$ cat src/rtl/prog_loader.sv
// Boot-time program loader: takes a little-endian byte stream (count, words, checksum), writes
// each word through a shared memory write port and holds the core in reset until verified.
module prog_loader #(
  parameter int unsigned NUM_MEM_WORDS  = 65536,
  parameter int unsigned ADDR_W         = 16,
  parameter int unsigned BOOT_WORD_ADDR = 0
) (
  input  logic              clk,
  input  logic              rst,
  input  logic              rx_valid,
  input  logic [7:0]        rx_data,
  output logic              rx_ready,
  output logic              prog_wr_en,
  output logic [ADDR_W-1:0] prog_addr,
  output logic [31:0]       prog_wr_data,
  input  logic              prog_wr_ready,
  output logic              programming_done,
  output logic              load_error,
  output logic              core_rst,
  output logic [ADDR_W:0]   words_loaded
);

  typedef enum logic [2:0] {StHdr, StData, StWrite, StCsum, StDone, StErr} state_e;

  state_e      state;
  logic [1:0]  byte_idx;
  logic [31:0] shreg;
  logic [31:0] word_cnt;
  logic [31:0] csum;

  logic          rx_fire;
  logic          last_byte;
  logic [31:0]   field;
  logic [ADDR_W:0] words_next;

  // Bytes shift in from the top so the first byte of a field lands in bits [7:0].
  assign field      = {rx_data, shreg[31:8]};
  assign rx_fire    = rx_valid & rx_ready;
  assign last_byte  = rx_fire & (byte_idx == 2'd3);
  assign words_next = words_loaded + (ADDR_W + 1)'(1);
  assign core_rst   = rst | ~programming_done;

  always_ff @(posedge clk or posedge rst) begin
    if (rst) begin
      state            <= StHdr;
      byte_idx         <= 2'd0;
      shreg            <= 32'd0;
      word_cnt         <= 32'd0;
      csum             <= 32'd0;
      rx_ready         <= 1'b0;
      prog_wr_en       <= 1'b0;
      prog_addr        <= ADDR_W'(BOOT_WORD_ADDR);
      prog_wr_data     <= 32'd0;
      programming_done <= 1'b0;
      load_error       <= 1'b0;
      words_loaded     <= '0;
    end else begin
      if (rx_fire) begin
        shreg    <= field;
        byte_idx <= byte_idx + 2'd1;
      end

      case (state)
        StHdr: begin
          rx_ready <= 1'b1;
          if (last_byte) begin
            word_cnt <= field;
            if (field > NUM_MEM_WORDS) begin
              state      <= StErr;
              load_error <= 1'b1;
            end else if (field == 32'd0) begin
              state <= StCsum;
            end else begin
              state <= StData;
            end
          end
        end

        StData: begin
          if (last_byte) begin
            prog_wr_en   <= 1'b1;
            prog_wr_data <= field;
            csum         <= csum + field;
            rx_ready     <= 1'b0;
            state        <= StWrite;
          end
        end

        StWrite: begin
          if (prog_wr_ready) begin
            prog_wr_en   <= 1'b0;
            prog_addr    <= prog_addr + ADDR_W'(1);
            words_loaded <= words_next;
            rx_ready     <= 1'b1;
            state        <= (32'(words_next) == word_cnt) ? StCsum : StData;
          end
        end

        StCsum: begin
          if (last_byte) begin
            if (field == csum) begin
              programming_done <= 1'b1;
              rx_ready         <= 1'b0;
              state            <= StDone;
            end else begin
              load_error <= 1'b1;
              state      <= StErr;
            end
          end
        end

        StDone: rx_ready <= 1'b0;

        // Keep draining so an upstream UART never backs up after a bad image.
        StErr: rx_ready <= 1'b1;

        default: begin
          state      <= StErr;
          load_error <= 1'b1;
        end
      endcase
    end
  end

endmodule

$ cat config.mk
export PLATFORM = sky130hd
export DESIGN_NAME = prog_loader
export DESIGN_NICKNAME = d
export VERILOG_FILES = /design/src/rtl/prog_loader.sv
export SDC_FILE = /design/constraint.sdc
export NUM_CORES = 1
export LEC_CHECK = 0
export ABC_AREA = 1
export CAP_MARGIN = 20
export CORE_ASPECT_RATIO = 1.75
export CORE_MARGIN = 2
export CORE_UTILIZATION = 54
export CTS_BUF_LIST = sky130_fd_sc_hd__clkbuf_4
export DETAILED_ROUTE_END_ITERATION = 10
export PLACE_DENSITY_LB_ADDON = 0.3
export SYNTH_ARGS = -nofsm -noshare
export SYNTH_HDL_FRONTEND = slang
export SYNTH_SLANG_ARGS = --single-unit
$ cat constraint.sdc
create_clock -name clk -period 8 [get_ports clk]
set_input_delay 2.4 -clock clk [delete_from_list [all_inputs] [get_ports clk]]
set_output_delay 2.4 -clock clk [all_outputs]
set_load 0.05 [all_outputs]
==> impl_metrics.csv <==
group,metric,value,unit
yosys,synth_edf_count,0,
yosys,ys_ff_latch,162,
worst_setup_path,crit_required,5600,ps
layout,nFillCells,1475,
clock_tree,htreeDepth,4,
global_route,gr-usage-met3,0.0388,
placed_design,detailed_place_hpwl,18.4,mm
yosys,netlist_area,8990,sq um
routing,dr.pass1.iters,5,
worst_setup_path,reg2reg_to,"csum[16]",
clock_tree,clk_pin_slew,130,ps
sta,hold_viol_final,0,
yosys,synth-main-ff-cell,"dfrtp_1",
sta,finalClockSkew,19.8,ps
global_route,busiest_layer,"met2",
layout,fin_util,0.630,
layout,drive_above_1_share,0.0584,
global_route,grt_start_max_net_pins,65,
power,peakVddDrop,0.000207,V
clock_tree,cts_buffers,17,
layout,fin_nets,1285,
routing,post_drt_wl_per_cell,16.0,um
worst_setup_path,worstSetupPathType,"primary input to output pin",
routing,drt_iter0_drc,443,
die,initial_utilization,0.549,
die,rows,62,
global_route,antenna_found_initial,1,
clock_tree,ctsHoldBuffers,0,
sta,fmax,156,MHz
placed_design,portBuffers,81,
worst_setup_path,critPathMaxFanout,2,
die,pin_count,82,
clock_tree,post_cts_buffers,0,
status,status,"completed",
global_route,grt.overflow.total,0,
die,dieWidth,102,um
sta,post-route-period-util,0.800,
power,fin_total_pwr,3700,uW
yosys,seq_area_frac_synth,0.451,
global_route,grtUsageTotal,0.283,
layout,multiInputGateArea,4360,sq um
worst_setup_path,end_kind,"output pin",
routing,postRouteWirelength,23.6,mm
global_route,grt_pass1_wl,38.6,mm
routing,vias,8025,
sta,worstMarginPinSlew,809,ps
power,power_density,359,nW/um^2
yosys,syn_nets,1206,
yosys,yosysTopAreaCell,"dfrtp_1",
die,die_h,175,um
worst_setup_path,timing.rr.start,"shreg[8]",
yosys,yosys_warnings,0,
yosys,synthDistinctLibCells,44,
sta,maxSlewHeadroom,0.461,
sta,setup_viol,0,
worst_setup_path,crit_arrival,4000,ps
sta,fin_crit,6400,ps
layout,seq_area,4050,sq um
global_route,grt_pass1_vias,7945,
layout,area_growth_syn_to_layout,14.7,%
yosys,synth.area.top_cells,"dfrtp_1, nand2_1, o21ai_0",
clock_tree,cts_buffer_depth,2,
die,die_area,17700,sq um
min_path,hold_class,"flip-flop to flip-flop",
routing,drtAntennaViolNets,0,
clock_tree,cts_resized,0,
worst_setup_path,r2r_slack,5460,ps
yosys,yosysTopAreaCellShare,0.451,
flow_run,max_cap_violations,0,
routing,post-route-drc-count,0,
yosys,synth.avg_cell_area,7.76,sq um
worst_setup_path,startpoint_type,"primary input",
global_route,grt_use_met1,0.289,
placed_design,finalWeightedCongestion,1.00,
clock_tree,clock_sinks,162,
sta,report.final.slew_viol_count,0,
worst_setup_path,crit_path_end,"core_rst",
sta,rsz0062_at_grt,"no",
yosys,async_flop_share,1.00,
worst_setup_path,rr_worst_depth,10,
clock_tree,cts_root_buffer,"clkbuf_4",
power,leakagePower,0.00481,uW
worst_setup_path,startpoint,"rst",
clock_tree,clock_latency,570,ps
routing,viasPerCell,5.44,
yosys,postSynthCellCount,1159,
die,core_area,16400,sq um
clock_tree,tritoncts,"yes",
global_route,use_met2,0.510,
[layout make-up]
class,instances,area share
Antenna cell,1,0.000243
Clock buffer,17,0.0124
Clock inverter,15,0.0151
Inverter,123,0.0452
Multi-Input combinational cell,846,0.423
Sequential cell,162,0.393
Tap cell,224,0.0272
Timing Repair Buffer,88,0.0837
[logic make-up after synthesis]
logic type      count (synthesis)  synth area share
simple gates                  546             0.262
compound gates                234             0.140
flops                         162             0.451
buf+inv                       151            0.0639
fa+ha+maj                      35            0.0496
xor+xnor                       30            0.0329
mux                             1           0.00125
[stage by stage]
stage / instance area [sq um] / hold WS, ps / setup TNS (ps) / setup slack, ps / std cells
after floorplan: 8990 / 446 / -182 / -182 / 1159
after global placement: 10000 / 461 / 0 / 1600 / 1443
after detailed placement: 10000 / 462 / 0 / 1600 / 1443
after CTS: 10300 / 491 / 0 / 1580 / 1475
after global routing: 10300 / 502 / 0 / 1560 / 1476
final: 10300 / 487 / 0 / 1600 / 1476
[cell usage in the layout, fill, tap and decap left out, drive strengths merged, types with 8 or more instances in the layout]
| master | instances |
|---|---|
| nor2 | 103 |
| a31oi | 17 |
| nand2 | 325 |
| clkbuf | 17 |
| nand4 | 29 |
| ha | 34 |
| a21oi | 48 |
| nor3 | 11 |
| xor2 | 18 |
| nand3 | 52 |
| clkdlybuf4s50 | 81 |
| dfrtp | 162 |
| or2 | 8 |
| xnor2 | 10 |
| inv | 126 |
| nor4 | 11 |
| o21ai | 151 |
[registers in the layout (all words and copies together), names as in the netlist]
signal / flops
shreg: 24
prog_addr: 16
programming_done: 1
prog_wr_en: 1
state: 3
byte_idx: 2
prog_wr_data: 32
rx_ready: 1
load_error: 1
word_cnt: 32
words_loaded: 17
csum: 32
[synth_stat cells (2+ instances only)]
master and instances:
o21bai_2 2, nor2_1 96, or2_2 5, o21ai_2 3, a21o_1 2, nand3b_1 5
nor2_4 3, buf_1 5, o21a_1 6, a31oi_1 17, and2_1 2, o21bai_1 4
xor2_1 18, clkbuf_1 17, nand4_1 28, nor4_1 10, dfrtp_1 162, nor3_1 9
nand2_1 320, a21boi_0 2, o21ai_1 12, nand3_1 51, or2_1 2, inv_2 5
nand2_2 5, xnor2_1 10, inv_1 118, nor2_2 4, ha_1 34, buf_2 6
o21ai_0 136, a21oi_1 48
[worst min path at each step]
stage	startpoint	slack [ps]	depth (start not counted)	to
after detailed placement	prog_wr_en	460	2	prog_wr_en
after floorplan	csum[0]	450	2	csum[0]
after CTS	byte_idx[0]	490	1	byte_idx[0]
after global placement	prog_addr[15]	460	1	prog_addr[15]
final	byte_idx[0]	490	1	byte_idx[0]
after global routing	prog_addr[15]	500	1	prog_addr[15]
[power by group]
group          switching, uW  internal [uW]
Sequential               236           1080
Combinational           1250            636
Clock                    307            188
Total                   1800           1900
[layer usage]
metal	part of all wire	routed length, um
met3	0.027	628
met5	0	0
met2	0.54	12800
met1	0.36	8510
met4	0.072	1710
[critical path, stage by stage]
cell and delay (ps):
clkdlybuf4s50_1 510, clkinvlp_4 180, nand2_1 100, clkdlybuf4s50_1 800
Note: power is estimated with default switching activity, not from simulation.
